==> src/rtl/countdown_capture_pkg.sv <==
// countdown_capture_pkg
// Shared definitions for the countdown latency capture block: the
// measurement FSM state encoding and the default counter width and
// timeout used by countdown_capture.
package countdown_capture_pkg;

  typedef enum logic [1:0] {
    ST_IDLE = 2'd0,
    ST_ARM  = 2'd1,
    ST_WAIT = 2'd2,
    ST_HOLD = 2'd3
  } state_e;

  localparam int DEF_CNT_WIDTH = 16;
  localparam int DEF_TIMEOUT   = 4095;

endpackage : countdown_capture_pkg

==> src/rtl/countdown_capture_sync.sv <==
// bit_synchronizer
// Multi-flop synchroniser bringing an asynchronous single-bit signal into
// the clk domain. All flops clear to 0 on reset.
// Ports:
//   clk - sampling clock
//   rst - asynchronous active-high reset
//   d   - asynchronous input bit
//   q   - synchronised output, STAGES clocks behind d
module bit_synchronizer #(
  parameter int STAGES = 2
) (
  input  logic clk,
  input  logic rst,
  input  logic d,
  output logic q
);

  logic [STAGES-1:0] sync_q;
  logic [STAGES-1:0] sync_d;

  always_comb begin
    sync_d = {sync_q[STAGES-2:0], d};
  end

  always_ff @(posedge clk or posedge rst) begin
    if (rst) begin
      sync_q <= '0;
    end else begin
      sync_q <= sync_d;
    end
  end

  assign q = sync_q[STAGES-1];

endmodule : bit_synchronizer

==> src/rtl/countdown_capture.sv <==
// countdown_capture
// Measures the propagation latency of an external countdown stage: toggles
// launch, then counts clock cycles until the synchronised dout changes away
// from the level it had at launch time, or aborts at TIMEOUT. The result is
// held on a valid/ready interface until accepted.
// Optional build macro:
//   CAPTURE_GLITCH_FILTER_EN - a dout change must persist for two
//   consecutive WAIT cycles before it is accepted.
// Ports:
//   sys_clk     - single clock, all state on the rising edge
//   rst         - asynchronous active-high reset
//   start       - request one measurement (sampled only when idle)
//   dout        - asynchronous output of the stage under measurement
//   launch      - registered level driving the countdown input
//   busy        - high whenever a measurement or result is pending
//   res_valid   - result available
//   res_ready   - consumer accepts the result
//   res_latency - measured cycle count (includes synchroniser delay)
//   res_timeout - measurement aborted at TIMEOUT
module countdown_capture
  import countdown_capture_pkg::*;
#(
  parameter int CNT_WIDTH   = DEF_CNT_WIDTH,
  parameter int SYNC_STAGES = 2,
  parameter int TIMEOUT     = DEF_TIMEOUT
) (
  input  logic                 sys_clk,
  input  logic                 rst,
  input  logic                 start,
  input  logic                 dout,
  output logic                 launch,
  output logic                 busy,
  output logic                 res_valid,
  input  logic                 res_ready,
  output logic [CNT_WIDTH-1:0] res_latency,
  output logic                 res_timeout
);

  localparam logic [CNT_WIDTH-1:0] TIMEOUT_C = CNT_WIDTH'(TIMEOUT);

  function automatic logic [CNT_WIDTH-1:0] sat_inc(input logic [CNT_WIDTH-1:0] v);
    return (v >= TIMEOUT_C) ? TIMEOUT_C : v + 1'b1;
  endfunction

  state_e               state_q, state_d;
  logic                 launch_q, launch_d;
  logic [CNT_WIDTH-1:0] cnt_q, cnt_d;
  logic                 ref_q, ref_d;
  logic [CNT_WIDTH-1:0] lat_q, lat_d;
  logic                 to_q, to_d;
  logic                 dout_sync;
  logic                 diff;
  logic                 accept;

  bit_synchronizer #(
    .STAGES (SYNC_STAGES)
  ) u_sync (
    .clk (sys_clk),
    .rst (rst),
    .d   (dout),
    .q   (dout_sync)
  );

`ifdef CAPTURE_GLITCH_FILTER_EN
  // Set after one WAIT cycle with dout differing from ref; a second
  // consecutive differing cycle accepts the change.
  logic pend_q, pend_d;

  always_ff @(posedge sys_clk or posedge rst) begin
    if (rst) begin
      pend_q <= 1'b0;
    end else begin
      pend_q <= pend_d;
    end
  end
`endif

  always_comb begin
    state_d  = state_q;
    launch_d = launch_q;
    cnt_d    = cnt_q;
    ref_d    = ref_q;
    lat_d    = lat_q;
    to_d     = to_q;
    diff     = 1'b0;
    accept   = 1'b0;
`ifdef CAPTURE_GLITCH_FILTER_EN
    pend_d   = 1'b0;
`endif

    case (state_q)
      ST_IDLE: begin
        if (start) begin
          state_d = ST_ARM;
        end
      end

      ST_ARM: begin
        launch_d = ~launch_q;
        cnt_d    = '0;
        ref_d    = dout_sync;
        state_d  = ST_WAIT;
      end

      ST_WAIT: begin
        diff = (dout_sync != ref_q);
`ifdef CAPTURE_GLITCH_FILTER_EN
        accept = diff & pend_q;
        pend_d = diff;
`else
        accept = diff;
`endif
        // An accepted edge wins over a timeout landing in the same cycle.
        if (accept) begin
          state_d = ST_HOLD;
          lat_d   = cnt_q;
          to_d    = 1'b0;
        end else if (cnt_q == TIMEOUT_C) begin
          state_d = ST_HOLD;
          lat_d   = TIMEOUT_C;
          to_d    = 1'b1;
        end else begin
          cnt_d = sat_inc(cnt_q);
        end
      end

      ST_HOLD: begin
        if (res_ready) begin
          state_d = ST_IDLE;
        end
      end

      default: begin
        state_d = ST_IDLE;
      end
    endcase
  end

  always_ff @(posedge sys_clk or posedge rst) begin
    if (rst) begin
      state_q  <= ST_IDLE;
      launch_q <= 1'b0;
      cnt_q    <= '0;
      ref_q    <= 1'b0;
      lat_q    <= '0;
      to_q     <= 1'b0;
    end else begin
      state_q  <= state_d;
      launch_q <= launch_d;
      cnt_q    <= cnt_d;
      ref_q    <= ref_d;
      lat_q    <= lat_d;
      to_q     <= to_d;
    end
  end

  assign launch      = launch_q;
  assign busy        = (state_q != ST_IDLE);
  assign res_valid   = (state_q == ST_HOLD);
  assign res_latency = lat_q;
  assign res_timeout = to_q;

endmodule : countdown_capture
==> config.mk <==
export PLATFORM = sky130hd
export DESIGN_NAME = countdown_capture
export DESIGN_NICKNAME = d
export VERILOG_FILES = /design/src/rtl/countdown_capture_pkg.sv /design/src/rtl/countdown_capture_sync.sv /design/src/rtl/countdown_capture.sv
export SDC_FILE = /design/constraint.sdc
export NUM_CORES = 1
export LEC_CHECK = 0
export CORE_UTILIZATION = 55
export DETAILED_ROUTE_END_ITERATION = 7
export PLACE_DENSITY_LB_ADDON = 0.15
export SLEW_MARGIN = 5
export SYNTH_ARGS = -nofsm -noshare
export SYNTH_HDL_FRONTEND = slang
export SYNTH_SLANG_ARGS = --single-unit
==> constraint.sdc <==
create_clock -name sys_clk -period 5.7 [get_ports sys_clk]
set_input_delay 0.57 -clock sys_clk [delete_from_list [all_inputs] [get_ports sys_clk]]
set_output_delay 0.57 -clock sys_clk [all_outputs]
set_load 0.005 [all_outputs]
==> results.yml <==
status:
  status: "completed"
cts:
  cts_tree: "yes"
  cts_root_buf: "clkbuf_4"
  clk_pin_slew_worst_paths_ns: 0.11
  cts_buffer_depth: 2
  postCtsSetupBuffers: 0
  cts_made_buffers: 5
  post_cts_resized: 0
  clock_sinks: 39
  htreeDepth: 2
  clk_latency_ns: 0.34
  hold_buffers: 0
cells_and_area:
  insertedDiodeCount: 0
  final_nets: 200
  mostFrequentLayoutCell: "dfrtp_1"
  nFillCells: 254
  area_delta_synth_final_pct: 18.7
  mostFrequentLayoutCells: "dfrtp_1 (39), clkdlybuf4s50_1 (24), nand2_1 (16), o22a_1 (12)"
  final_layout_size_suffix_gt1_frac: 0.0785
timing:
  worst_pin_slew_ns: 0.596
  fin_crit_ns: 2.36
  finClkSkew_ns: 0.00535
  hold_violations: 0
  fin_setup_tns_ns: 0
  rsz0062_at_grt: "no"
  slew_viol_final: 0
  fin_crit_sh: 0.415
  fmax_mhz: 423
  fin_ws_ns: 3.34
  finalSetupViolCount: 0
  holdWs_ns: 0.367
  relSlewSlack: 0.599
critical_path:
  path_class: "register to register"
  ff2ff_path_depth: 6
  start_kind: "register"
  critPathCaptureType: "register"
  cp.arrival_ns: 2.60
  crit_path_max_fanout: 11
  cp.required_ns: 5.94
floorplan:
  ios: 25
  core_um2: 3050
  fp.dieW_um: 58.7
  start_util: 0.580
  fp-row-count: 20
  die_h_um: 58.7
  die_area_um2: 3450
pwr:
  finalPower_mw: 0.934
  leakage_nw: 0.920
  powerDensity_nw_per_um2: 445
  ir_drop_mv: 0.305
logic_synthesis:
  synth_cells: 162
  avgSynthCellArea_um2: 10.9
  async_reset_ff_frac: 1.00
  ys_types: 41
  synth_warnings: 0
  syn_area_um2: 1770
  synth_ff_type: "dfrtp_1"
  synth_edf_count: 0
  synth_nets: 172
  ys_ff_latch: 39
  seq_area_frac_synth: 0.552
grt:
  grt-ovfl-total: 0
  grt_pass1_wl_um: 6440
  grt_antenna_before_repair: 0
  grt_pass1_vias: 1350
  grt_max_degree: 40
  grt_use_total: 0.258
min_path:
  hold_path_class: "register to register"
  hold_depth: 0
drt:
  drc: 0
  wirelength_um: 3810
  vias: 1385
  vias_per_cell: 5.89
  drt-initial-drc-count: 80
  avgRoutedWirePerCell_um: 16.2
  ant_nets: 0
  drtPass1Iterations: 4
placement:
  io_buffer_count: 24
  hpwl_um: 2600
  gp_congestion: 0.893
  place_ws_ns: 3.36
job:
  maxCapViolations: 0
-- report_power, final --
group / switching [mW] / internal (mW) / total (mW)
clock: 0.0873 / 0.0481 / 0.135
sequential: 0.0545 / 0.349 / 0.404
combinational: 0.186 / 0.209 / 0.395
total: 0.327 / 0.607 / 0.934
-- layer usage --
layer  global-route usage  wire length (µm)  vias to the layer above
li1                     -                 -                      658
met1                0.374              1920                      690
met2                0.355              1670                       30
met3               0.0615               151                        7
met4                0.143                71                        0
met5                    0                 0                        -
-- metrics by stage --
| stage | utilization | instance area [µm²] | std cells |
|---|---|---|---|
| 4_1_cts | 0.688 | 2100 | 235 |
| 5_1_grt | 0.688 | 2100 | 235 |
| 3_3_place_gp | 0.671 | 2050 | 227 |
| 6_report | 0.688 | 2100 | 235 |
| 2_1_floorplan | - | 1770 | 162 |
| 3_5_place_dp | 0.671 | 2050 | 227 |
-- critical path, cell delays in order (launching register included) --
cell     delay [ns]
dfrtp_1        0.46
ha_1           0.25
nand2_1        0.11
or4_4          0.57
o21ai_2        0.42
nand2_2        0.12
mux2_4         0.32
-- path summary, 6_finish.rpt --
path / slack [ns] / endpoint / from
worst min register to register: 0.37 / u_sync.sync_q[1] / u_sync.sync_q[0]
worst min-delay path: 0.37 / u_sync.sync_q[1] / u_sync.sync_q[0]
max in group asynchronous: 4.72 / cnt_q[1] / rst
worst max register to register: 3.34 / state_q[1] / cnt_q[0]
min in group asynchronous: 0.65 / ref_q / rst
worst max-delay path: 3.34 / state_q[1] / cnt_q[0]
-- layout make-up --
cell class / instances / area, µm² / area share
timing repair buffer: 26 / 255 / 0.122
multi-input combinational: 113 / 744 / 0.355
clock buffer: 7 / 45.0 / 0.0215
clock inverter: 1 / 5.00 / 0.00238
inverter: 5 / 18.8 / 0.00894
sequential: 39 / 976 / 0.465
tap: 44 / 55.1 / 0.0262
-- registers in the layout, indices dropped and copies added, names as in the netlist --
name and cells:
cnt_q 16, launch 1, res_timeout 1, state_q 2
ref_q 1, res_latency 16, u_sync.sync_q 2
-- cell usage after synthesis, types with 2 or more instances --
| cell | number | share of area |
|---|---|---|
| nor3_1 | 4 | 0.011 |
| o22ai_1 | 2 | 0.0071 |
| a22o_1 | 6 | 0.030 |
| nor2_1 | 8 | 0.017 |
| nor4_1 | 3 | 0.011 |
| ha_1 | 5 | 0.035 |
| inv_1 | 5 | 0.011 |
| o22a_1 | 12 | 0.059 |
| clkbuf_1 | 3 | 0.0064 |
| o21ai_0 | 7 | 0.020 |
| and2_1 | 3 | 0.011 |
| nor2b_1 | 2 | 0.0071 |
| dfrtp_1 | 39 | 0.55 |
| a21oi_1 | 8 | 0.023 |
| and3_1 | 5 | 0.018 |
| o311ai_0 | 3 | 0.015 |
| nand2_1 | 16 | 0.034 |
| nand3_1 | 7 | 0.020 |
| nand2b_1 | 2 | 0.0071 |
-- logic make-up (layout without fill, tap and decap cells) --
family	count (synthesis)	count (layout)	synth area share
compound gates	45	45	0.182
simple gates	59	59	0.178
flops	39	39	0.552
buf+inv	10	39	0.0276
xor+xnor	2	2	0.00990
mux	2	2	0.0148
fa+ha+maj	5	5	0.0354
Power figures use the tool's default switching activity.
